$ cat src/rtl/pipe_hazard_ctrl_pkg.sv
`default_nettype none
// ============================================================================
//  Module      : pipe_hazard_ctrl_pkg
//  Description : Shared constants, MDU state encodings and the RAW hazard
//                helper used by the pipeline hazard controller.
//  Revision    : 1.0  initial release
// ============================================================================
package pipe_hazard_ctrl_pkg;

    // A Tuse of 3 marks an operand the instruction does not read.
    localparam logic [1:0] TUSE_NONE = 2'd3;

    // CP0 register index of EPC.
    localparam logic [4:0] CP0_EPC   = 5'd14;

    // MDU occupancy state encodings.
    localparam logic [1:0] MDU_IDLE  = 2'd0;
    localparam logic [1:0] MDU_MULT  = 2'd1;
    localparam logic [1:0] MDU_DIV   = 2'd2;

    // Default MDU latencies in busy cycles.
    localparam int MULT_LAT_DEF = 5;
    localparam int DIV_LAT_DEF  = 10;

    // True when a D-stage source read at tuse would see a value that the
    // producer (dest a3, write-enable we, tnew) has not yet computed.
    function automatic logic raw_hit(
        input logic [4:0] src,
        input logic [1:0] tuse,
        input logic [4:0] a3,
        input logic [1:0] tnew,
        input logic       we
    );
        raw_hit = (src != 5'd0) && (tuse != TUSE_NONE) && we &&
                  (a3 == src) && (tuse < tnew);
    endfunction

endpackage
`default_nettype wire

$ cat src/rtl/pipe_hazard_ctrl_mdu_busy_tracker.sv
`default_nettype none
// ============================================================================
//  Module      : mdu_busy_tracker
//  Description : Tracks multi-cycle MDU occupancy. An accepted start loads
//                the latency counter; busy holds for exactly that many cycles.
//  Revision    : 1.0  initial release
// ============================================================================
module mdu_busy_tracker
    import pipe_hazard_ctrl_pkg::*;
#(
    parameter int MULT_LAT = MULT_LAT_DEF,
    parameter int DIV_LAT  = DIV_LAT_DEF,
    parameter int CNT_W    = 4
) (
    input  logic             clk,
    input  logic             reset,
    input  logic             start,
    input  logic             div,
    input  logic             req,
    output logic             busy,
    output logic [CNT_W-1:0] cnt
);

    localparam logic [CNT_W-1:0] C_MULT_LAT = CNT_W'(MULT_LAT);
    localparam logic [CNT_W-1:0] C_DIV_LAT  = CNT_W'(DIV_LAT);
    localparam logic [CNT_W-1:0] C_ONE      = CNT_W'(1);

    logic [1:0]       r_state;
    logic [1:0]       w_state_nxt;
    logic [CNT_W-1:0] r_cnt;
    logic [CNT_W-1:0] w_cnt_nxt;

    // State and counter registers.
    always_ff @(posedge clk or negedge reset) begin
        if (!reset) begin
            r_state <= MDU_IDLE;
            r_cnt   <= '0;
        end else begin
            r_state <= w_state_nxt;
            r_cnt   <= w_cnt_nxt;
        end
    end

    // Next state: starts are only taken from IDLE (a start while busy is
    // dropped, never reloaded); an in-flight op always runs to completion.
    always_comb begin
        w_state_nxt = r_state;
        w_cnt_nxt   = r_cnt;
        case (r_state)
            MDU_IDLE: begin
                w_cnt_nxt = '0;
                if (start && !req) begin
                    w_state_nxt = div ? MDU_DIV : MDU_MULT;
                    w_cnt_nxt   = div ? C_DIV_LAT : C_MULT_LAT;
                end
            end
            MDU_MULT, MDU_DIV: begin
                if (r_cnt <= C_ONE) begin
                    w_state_nxt = MDU_IDLE;
                    w_cnt_nxt   = '0;
                end else begin
                    w_cnt_nxt   = r_cnt - C_ONE;
                end
            end
            default: begin
                w_state_nxt = MDU_IDLE;
                w_cnt_nxt   = '0;
            end
        endcase
    end

    assign busy = (r_state != MDU_IDLE);
    assign cnt  = r_cnt;

endmodule
`default_nettype wire

$ cat src/rtl/pipe_hazard_ctrl.sv
`default_nettype none
// ============================================================================
//  Module      : pipe_hazard_ctrl
//  Description : Hazard and MDU scheduler for the 5-stage pipeline. Produces
//                the stall that holds F/D and bubbles D->E, covering register
//                RAW hazards, MDU structural hazards and eret-after-mtc0(EPC).
//                Optional macro STALL_PERF_EN adds a 32-bit stall counter.
//  Revision    : 1.0  initial release
// ============================================================================
module pipe_hazard_ctrl
    import pipe_hazard_ctrl_pkg::*;
#(
    parameter int MULT_LAT = MULT_LAT_DEF,
    parameter int DIV_LAT  = DIV_LAT_DEF,
    parameter int CNT_W    = 4
) (
    input  logic             clk,
    input  logic             reset,
    input  logic [4:0]       d_a1,
    input  logic [4:0]       d_a2,
    input  logic [1:0]       d_tuse_rs,
    input  logic [1:0]       d_tuse_rt,
    input  logic             d_mdu_use,
    input  logic             d_eret,
    input  logic [4:0]       e_a3,
    input  logic [1:0]       e_tnew,
    input  logic             e_rf_we,
    input  logic             e_mdu_start,
    input  logic             e_mdu_div,
    input  logic             e_mtc0_epc,
    input  logic [4:0]       m_a3,
    input  logic [1:0]       m_tnew,
    input  logic             m_rf_we,
    input  logic             m_mtc0_epc,
    input  logic             req,
    output logic             stall,
    output logic             mdu_busy,
    output logic [CNT_W-1:0] mdu_cnt
`ifdef STALL_PERF_EN
    ,
    output logic [31:0]      stall_cnt
`endif
);

    logic w_rs_raw;
    logic w_rt_raw;
    logic w_mdu_haz;
    logic w_eret_haz;

    mdu_busy_tracker #(
        .MULT_LAT (MULT_LAT),
        .DIV_LAT  (DIV_LAT),
        .CNT_W    (CNT_W)
    ) u_mdu_busy_tracker (
        .clk   (clk),
        .reset (reset),
        .start (e_mdu_start),
        .div   (e_mdu_div),
        .req   (req),
        .busy  (mdu_busy),
        .cnt   (mdu_cnt)
    );

    // Hazard terms and the combined stall; a flush request or reset wins.
    always_comb begin
        w_rs_raw   = raw_hit(d_a1, d_tuse_rs, e_a3, e_tnew, e_rf_we) ||
                     raw_hit(d_a1, d_tuse_rs, m_a3, m_tnew, m_rf_we);
        w_rt_raw   = raw_hit(d_a2, d_tuse_rt, e_a3, e_tnew, e_rf_we) ||
                     raw_hit(d_a2, d_tuse_rt, m_a3, m_tnew, m_rf_we);
        w_mdu_haz  = d_mdu_use && (mdu_busy || e_mdu_start);
        w_eret_haz = d_eret && (e_mtc0_epc || m_mtc0_epc);
        stall      = reset && !req &&
                     (w_rs_raw || w_rt_raw || w_mdu_haz || w_eret_haz);
    end

`ifdef STALL_PERF_EN
    logic [31:0] r_stall_cnt;

    // Counts stalled cycles; wraps naturally at 2^32.
    always_ff @(posedge clk or negedge reset) begin
        if (!reset) begin
            r_stall_cnt <= '0;
        end else if (stall && !req) begin
            r_stall_cnt <= r_stall_cnt + 32'd1;
        end
    end

    assign stall_cnt = r_stall_cnt;
`endif

endmodule
`default_nettype wire

$ cat config.mk
export PLATFORM = sky130hd
export DESIGN_NAME = pipe_hazard_ctrl
export DESIGN_NICKNAME = d
export VERILOG_FILES = /design/src/rtl/pipe_hazard_ctrl_pkg.sv /design/src/rtl/pipe_hazard_ctrl_mdu_busy_tracker.sv /design/src/rtl/pipe_hazard_ctrl.sv
export SDC_FILE = /design/constraint.sdc
export NUM_CORES = 1
export LEC_CHECK = 0
export ABC_AREA = 1
export BUFFER_PORTS_ARGS = -buffer_cell sky130_fd_sc_hd__buf_2
export CAP_MARGIN = 20
export CORE_MARGIN = 10
export CORE_UTILIZATION = 45
export CTS_CLUSTER_SIZE = 24
export DETAILED_ROUTE_END_ITERATION = 7
export GPL_ROUTABILITY_DRIVEN = 0
export PLACE_DENSITY = 0.79
export SLEW_MARGIN = 20
export SYNTH_ARGS = -nofsm -noshare
export SYNTH_HDL_FRONTEND = slang
export SYNTH_SLANG_ARGS = --single-unit
$ cat constraint.sdc
create_clock -name clk -period 1.6 [get_ports clk]
set_input_delay 0.08 -clock clk [delete_from_list [all_inputs] [get_ports clk]]
set_output_delay 0.08 -clock clk [all_outputs]
set_load 0.005 [all_outputs]
### After elaboration in Yosys (flattened, before gate mapping)

Index checks and enable logic that the tools add are counted.

* add/sub/neg operators: 1
* equality and inequality tests: 10
* shift-type cells: 0
* magnitude comparators: 5
* $mul: 0
* muxes and demuxes: 8
* bitwise operators: 0
* divide/modulo/power cells: 0
* reductions and logical operators: 33

Operators by type and width (count)
* $eq A5 B5 Y1: 4
* $logic_and A1 B1 Y1: 19
* $mux W4: 3
* $reduce_bool A5 Y1: 2
* $lt A2 B2 Y1: 4
* $pmux W4 S2: 1
* $logic_or A1 B1 Y1: 7
* $mux W2: 3
* $le A4 B1 Y1 const B: 1
* $ne A2 B1 Y1 const B: 2
* $ne A2 B2 Y1 const B: 2
* $pmux W2 S2: 1
* $sub A4 B1 Y4 const B: 1
* $eq A2 B1 Y1 const B: 1
* $eq A2 B2 Y1 const B: 1
* $logic_not A2 Y1: 1
* $reduce_and A2 Y1: 1
* $reduce_bool A2 Y1: 1
* $reduce_or A2 Y1: 1
* $logic_not A1 Y1: 1

* RAM bits: 0
* word-level logic and storage cells: 59
* register bits after elaboration: 6
* bits in read-only memories: 0
* output and inout bits: 6
* latch bits: 0
* memories kept: 0

### Longest topological paths before layout

Gate-level depths: netlist of run 1.

* word-level depth: 10
* gate-level depth with buffers: 13
* gate-level depth less buffers: 13

### Cells and area by module

From an unflattened synthesis of run 1, not the netlist that was laid out.

* cell total of the unflattened synthesis: 183
* area, all modules: 969.7 um^2

By module, submodules not included
* pipe_hazard_ctrl: cells each 135, seq. area each 0.0 um^2, area each 589.3 um^2, instances 1
* mdu_busy_tracker: cells each 48, seq. area each 150.1 um^2, area each 380.4 um^2, instances 1

### Least setup slack after synthesis of run 1

OpenSTA, ideal clock, no wires.

* path kind: flip-flop to flip-flop
* from: reg u_mdu_busy_tracker.r_cnt[0] (netlist: u_mdu_busy_tracker.cnt[0])
* to: reg u_mdu_busy_tracker.r_state[0]
* setup slack: 291 ps
* clock period less this slack: 1309 ps
* arrival: 1180 ps
* buffers on the path: 0
* data required time: 1471 ps
* stages on the path, launching flop included: 7
* setup time: 129 ps
* path through: dfrtp_1 inv_1 ha_1 nor2_1 o31a_1 nor2_1 o22ai_1

* cells in the longest elaborated chain, start to end: 3

RTL lines
* from (decl): RTL line pipe_hazard_ctrl_mdu_busy_tracker.sv:30 `logic [CNT_W-1:0] r_cnt;`
* from (signal assigned): RTL line pipe_hazard_ctrl_mdu_busy_tracker.sv:40 `r_cnt <= w_cnt_nxt;`
* $le A4 B1 Y1: RTL line pipe_hazard_ctrl_mdu_busy_tracker.sv:58 `if (r_cnt <= C_ONE) begin`
* $ne A2 B1 Y1 (no source line)
* $reduce_and A2 Y1 (no source line)
* to (signal assigned): RTL line pipe_hazard_ctrl_mdu_busy_tracker.sv:39 `r_state <= w_state_nxt;`
* to (decl): RTL line pipe_hazard_ctrl_mdu_busy_tracker.sv:28 `logic [1:0] r_state;`

Every way passes these cells.
A chain may end at the register's enable or synchronous reset.

### Worst setup path after layout of run 1

Ends and elaborated chain as after synthesis.

==> results of run 1 <==
[critical path: stages (launching register included)]
cell,delay [ns]
dfrtp_1,0.40
inv_1,0.08
ha_1,0.18
nor2_1,0.06
o31a_1,0.32
nor2_1,0.18
o22ai_1,0.09
[layer usage]
layer / share of wire, % / routed length [um] / vias to the layer above / GRT usage, %
li1: - / - / 583 / -
met1: 38 / 1030 / 495 / 13.4
met2: 54 / 1480 / 26 / 24.9
met3: 6.9 / 190 / 5 / 3.44
met4: 1.3 / 36 / 0 / 4.28
met5: 0 / 0 / - / 0
[logic make-up after synthesis]
group	Yosys count	share of synthesized area, %
AO/OA/AOI/OAI	17	11.4
XOR/XNOR	6	5.91
adder cells (fa/ha/maj)	8	11.3
buffers and inverters	35	14.8
flip-flops	6	16.9
AND/OR/NAND/NOR	86	39.8
[cells in the final DEF (no fill, tap or decap)]
master         netlist  final
dfrtp_1              6      6
o21ai_1              2      2
nand3b_1             1      1
o22ai_1              2      2
a21oi_1              5      5
buf_2                0     44
clkbuf_4             0      3
xor2_1               6      6
inv_2                3      3
nand2_1             49     49
a21boi_0             3      3
nor3_1               1      1
nor2_2               1      1
o21ai_0              3      3
dlygate4sd3_1        0      1
nor2_1              18     18
or2_1                1      1
nand4_1              1      1
nand3_1             13     13
or2_2                1      1
ha_4                 0      1
o31a_1               1      1
ha_1                 8      7
o21a_1               1      1
inv_1               32     32
[through the flow]
| stage | util (%) | total power, mW |
|---|---|---|
| 6_report | 61.8 | 1.03 |
| 5_1_grt | 61.8 | 1.16 |
| 4_1_cts | 61.2 | 1.02 |
| 3_5_place_dp | 59.5 | 0.868 |
| 3_3_place_gp | 59.5 | 0.846 |
| 2_1_floorplan | - | 0.650 |
[path summary, 6_finish.rpt]
kind                                                    start                       endpoint  cells after the start
worst max register to register      u_mdu_busy_tracker.cnt[0]  u_mdu_busy_tracker.r_state[0]                      6
worst min-delay path                                    reset  u_mdu_busy_tracker.r_state[1]                      2
worst max-delay path                u_mdu_busy_tracker.cnt[0]  u_mdu_busy_tracker.r_state[0]                      6
max in group asynchronous                               reset      u_mdu_busy_tracker.cnt[3]                      2
worst min register to register  u_mdu_busy_tracker.r_state[1]  u_mdu_busy_tracker.r_state[1]                      2
min in group clk                                    e_mdu_div      u_mdu_busy_tracker.cnt[2]                      4
[sequential cells by signal (all words and copies together) (netlist names)]
name,flops
u_mdu_busy_tracker.cnt,4
u_mdu_busy_tracker.r_state,2
[layout make-up]
| class | instances | area, um2 | share of cell area [%] |
|---|---|---|---|
| Clock buffer | 3 | 22.5 | 1.89 |
| Inverter | 35 | 131 | 11.1 |
| Multi-Input combinational cell | 117 | 621 | 52.2 |
| Sequential cell | 6 | 150 | 12.6 |
| Tap cell | 27 | 33.8 | 2.84 |
| Timing Repair Buffer | 45 | 230 | 19.4 |
[report_power, final]
group	internal [mW]	switching [mW]	leakage, nW	total (mW)
clock network	0.0847	0.0531	0.0138	0.138
registers	0.217	0.0530	0.0796	0.270
logic	0.282	0.343	0.651	0.625
total	0.584	0.449	0.745	1.03
[what timing repair did]
action | CTS | global route
buffers inserted | 0 | 0
hold endpoints to repair | 6 | 0
endpoints found under the setup margin | 0 | 1
gates resized for setup | 0 | 2
hold buffers | 1 | 0
==> flow_summary.yaml, run 1 <==
pwr:
  p_leak_nw: 0.745
  power.density_nw_per_um2: 869
  ir_worst_vdd_mv: 0.922
clocking:
  clockBufferDepth: 2
  clk_pin_slew_ns: 0.05
  cts_buffers: 3
  clock-root-buffer: "clkbuf_4"
  cts_sinks: 6
  cts_tree: "yes"
  insertion_delay_ns: 0.24
  htree_levels: 1
synthesis:
  yosysMostFrequentCell: "nand2_1"
  synth-edff-count: 0
  synth_top_cell_by_area: "nand2_1"
  synth_top_cell_area_share_pct: 20.7
  synth.distinct_cells: 21
  avgSynthCellArea_um2: 5.63
  ys_seq_area_share_pct: 16.9
  synthFlopType: "dfrtp_1"
  netlist_top_cells_count: "nand2_1, inv_1, nor2_1"
  synth_cells: 158
  synth_area_leaders: "nand2_1, dfrtp_1, inv_1"
  synth_seq_cells: 6
  syn-cell-area_um2: 890
  synth_fp_nets: 205
  yosysWarnings: 0
  async_reset_ff_share_pct: 100
detailed_routing:
  drc: 0
  vias_per_cell: 4.76
  ant_nets: 0
  wl_mm: 2.74
  vias: 1109
  wire_per_inst_um: 11.8
  drtPass1Iterations: 4
  drt_iter0_markers: 70
critical_path:
  required_ns: 1.71
  start_kind: "flop"
  worst-r2r-setup-slack_ns: 0.15
  crit_fanout: 7
  path_class: "flop to flop"
  crit_arrival_ns: 1.56
  endpoint_kind: "flop"
timing:
  max_freq_ghz: 0.689
  finalMaxSlewViolations: 0
  rsz0062_at_grt: "no"
  fin_ws_ns: 0.148
  final.period_utilization_pct: 90.7
  worst_pin_slew_ns: 0.248
  whs_ns: 0.190
  fin_skew_ns: 0.00566
  finalHoldViolCount: 0
  setup_viol: 0
  slew_headroom_pct: 83.5
  tns_ns: 0
  min_period_ns: 1.45
layout:
  layout-drive-gt1-share_pct: 25.7
  n_antenna_cell: 0
  fin_cells: 233
  finalInstanceArea_um2: 1190
  finalNetCount: 255
  areaGrowthSynthToFinish_pct: 33.6
  n_fill_cell: 185
flow_run:
  drv_cap: 0
global_routing:
  antenna_found_initial: 0
  grt_max_degree: 8
  grt_usage_pct: 13.0
  grt_overflow: 0
  grt_pass1_wl_mm: 4.63
  grt_pass1_vias: 1172
die:
  coreArea_um2: 1920
  die_area_um2: 4160
  die_y_um: 64.5
  io_pins: 45
  initial_core_util_pct: 46.3
  rows: 16
  die_w_um: 64.5
placed_design:
  dp.final_hpwl_mm: 2.38
  dpl_worst_slack_ns: 0.210
  io_buffers: 44
  dp_cells: 229
  placed_area_um2: 1140
min_path:
  min_path_type: "primary input to async pin"
outcome:
  status: "complete, no violations"
Note: power is estimated with default switching activity, not from simulation.
==> run 2: changes to the inputs <==
Settings changed: CELL_PAD_IN_SITES_DETAIL_PLACEMENT from default to 0, CELL_PAD_IN_SITES_GLOBAL_PLACEMENT from default to 1, CORE_UTILIZATION 45 to 29, PLACE_DENSITY 0.79 to default, PLACE_DENSITY_LB_ADDON from default to 0.1.
==> run 2 against run 1 <==
Net effect:
- sequential power about the same
- non-clock buffer count unchanged
- sequential share of layout area up 0.053 points
- die area is 37% higher
- global-route usage is 2.8 points lower
- first-iteration DRC count fell by 76%
- clock power grew 6%
- cell area shrank 0.42%
- clock skew decreased by 0.0054 ns
- routed wire length is 5.3% higher
- count of clock-buffer cells in the layout is the same
==> flow_summary.yaml, run 2 (synthesis results as in run 1) <==
critical_path:
  crit_fanout: 3
  r2r_start: "u_mdu_busy_tracker.cnt[0]"
  crit_arrival_ns: 1.39
  start_kind: "flop"
  path_buf_inv: 3
  cpMaxStageDelayCell: "dfrtp_1"
  ff2ff_path_depth: 6
  r2r-end: "u_mdu_busy_tracker.r_state[1]"
  endpoint_kind: "primary output"
  critPathMaxStageDelay_ns: 0.38
  crit_chain: "inv_1 -> ha_1 -> nand2_1 -> a21oi_1 -> nand3_1 -> nand2_1 -> inv_1 -> buf_2"
  required_ns: 1.52
  worst-r2r-setup-slack_ns: 0.16
  critical_path.top_delay_family: "flip-flops"
  path_class: "flop to primary output"
global_routing:
  grt_pass1_vias: 1111
  grt_pass1_wl_mm: 4.61
  grt_max_degree: 8
  grt_overflow: 0
  antenna_found_initial: 0
  grt_usage_pct: 10.2
pwr:
  power.density_nw_per_um2: 862
  p_leak_nw: 0.744
  ir_worst_vdd_mv: 0.633
  power_mw: 1.02
timing:
  min_period_ns: 1.47
  rsz0062_at_grt: "no"
  worst_pin_slew_ns: 0.231
  max_freq_ghz: 0.680
  final.period_utilization_pct: 91.9
  slew_headroom_pct: 84.5
  finalMaxSlewViolations: 0
  fin_ws_ns: 0.129
  finalHoldViolCount: 0
  fin_skew_ns: 0.000209
  tns_ns: 0
  setup_viol: 0
  whs_ns: 0.192
layout:
  final_cell_mix: "nand2_1, buf_2, inv_1"
  layout_commonest_cell: "nand2_1"
  fin_cells: 239
  n_antenna_cell: 0
  multiInputGateArea_um2: 608
  layout-drive-gt1-share_pct: 25.2
  final_util_pct: 39.4
  areaGrowthSynthToFinish_pct: 33.1
  finalNetCount: 255
  finalInstanceArea_um2: 1180
  largest_reg_flops: 4
  register_area_um2: 150
  n_fill_cell: 367
clocking:
  clockBufferDepth: 2
  cts_resized: 0
  insertion_delay_ns: 0.25
  htree_levels: 1
  cts_tree: "yes"
  cts_buffers: 3
  cts_sinks: 6
  clock-root-buffer: "clkbuf_4"
  clk_pin_slew_ns: 0.05
placed_design:
  io_buffers: 44
  placed_area_um2: 1150
  dp.final_hpwl_mm: 2.60
  dpl_worst_slack_ns: 0.179
  dp_cells: 235
outcome:
  status: "complete, no violations"
min_path:
  min_path_type: "primary input to async pin"
die:
  coreArea_um2: 3000
  die_w_um: 75.4
  initial_core_util_pct: 29.6
  die_area_um2: 5680
  rows: 20
  die_y_um: 75.4
  io_pins: 45
detailed_routing:
  vias: 1062
  drt_iter0_markers: 17
  wire_per_inst_um: 12.1
  wl_mm: 2.88
  ant_nets: 0
  vias_per_cell: 4.44
  drtPass1Iterations: 4
  drc: 0
flow_run:
  drv_cap: 0
-- run 2: cell count changes in the layout (fill, tap and decap cells not counted) --
cell	before	now
ha_4	1	0
ha_1	7	8
-- run 2: repair_timing --
action	in CTS	in global routing
setup endpoints to repair	0	0
hold buffers	1	0
hold endpoints to repair	6	0
buffers inserted	0	0
-- run 2: final cells by class --
type / instances / area share (%)
well taps: 33 / 3.49
flip-flops and latches: 6 / 12.7
clock buffers: 3 / 1.90
repair buffers: 45 / 19.5
multi-input cells: 117 / 51.4
inverters: 35 / 11.1
-- run 2: where the power goes --
part | internal (mW) | leakage, nW | total, mW | switching (mW)
combinational | 0.271 | 0.650 | 0.605 | 0.334
clock | 0.0852 | 0.0138 | 0.146 | 0.0605
sequential | 0.217 | 0.0796 | 0.270 | 0.0532
-- run 2: worst max path at each step --
stage / from / to / slack [ns] / cells past startpoint
floorplan: u_mdu_busy_tracker.cnt[0] / u_mdu_busy_tracker.r_state[0] / 0.29 / 6
global placement: u_mdu_busy_tracker.cnt[0] / u_mdu_busy_tracker.r_state[0] / 0.27 / 6
detailed placement: u_mdu_busy_tracker.cnt[0] / u_mdu_busy_tracker.r_state[1] / 0.18 / 6
finish: u_mdu_busy_tracker.r_state[1] / stall / 0.13 / 8
CTS: u_mdu_busy_tracker.r_state[1] / stall / 0.11 / 8
global route: u_mdu_busy_tracker.r_state[1] / stall / 0.02 / 8
-- run 2: metal layers --
layer	wire length [um]	GRT usage (%)	up-vias	part of all wire, %
met5	0	0	-	0
met4	18	3.71	0	0.62
met3	250	2.73	2	8.7
met2	1510	19.9	27	52
met1	1110	10.0	452	38
li1	-	-	581	-
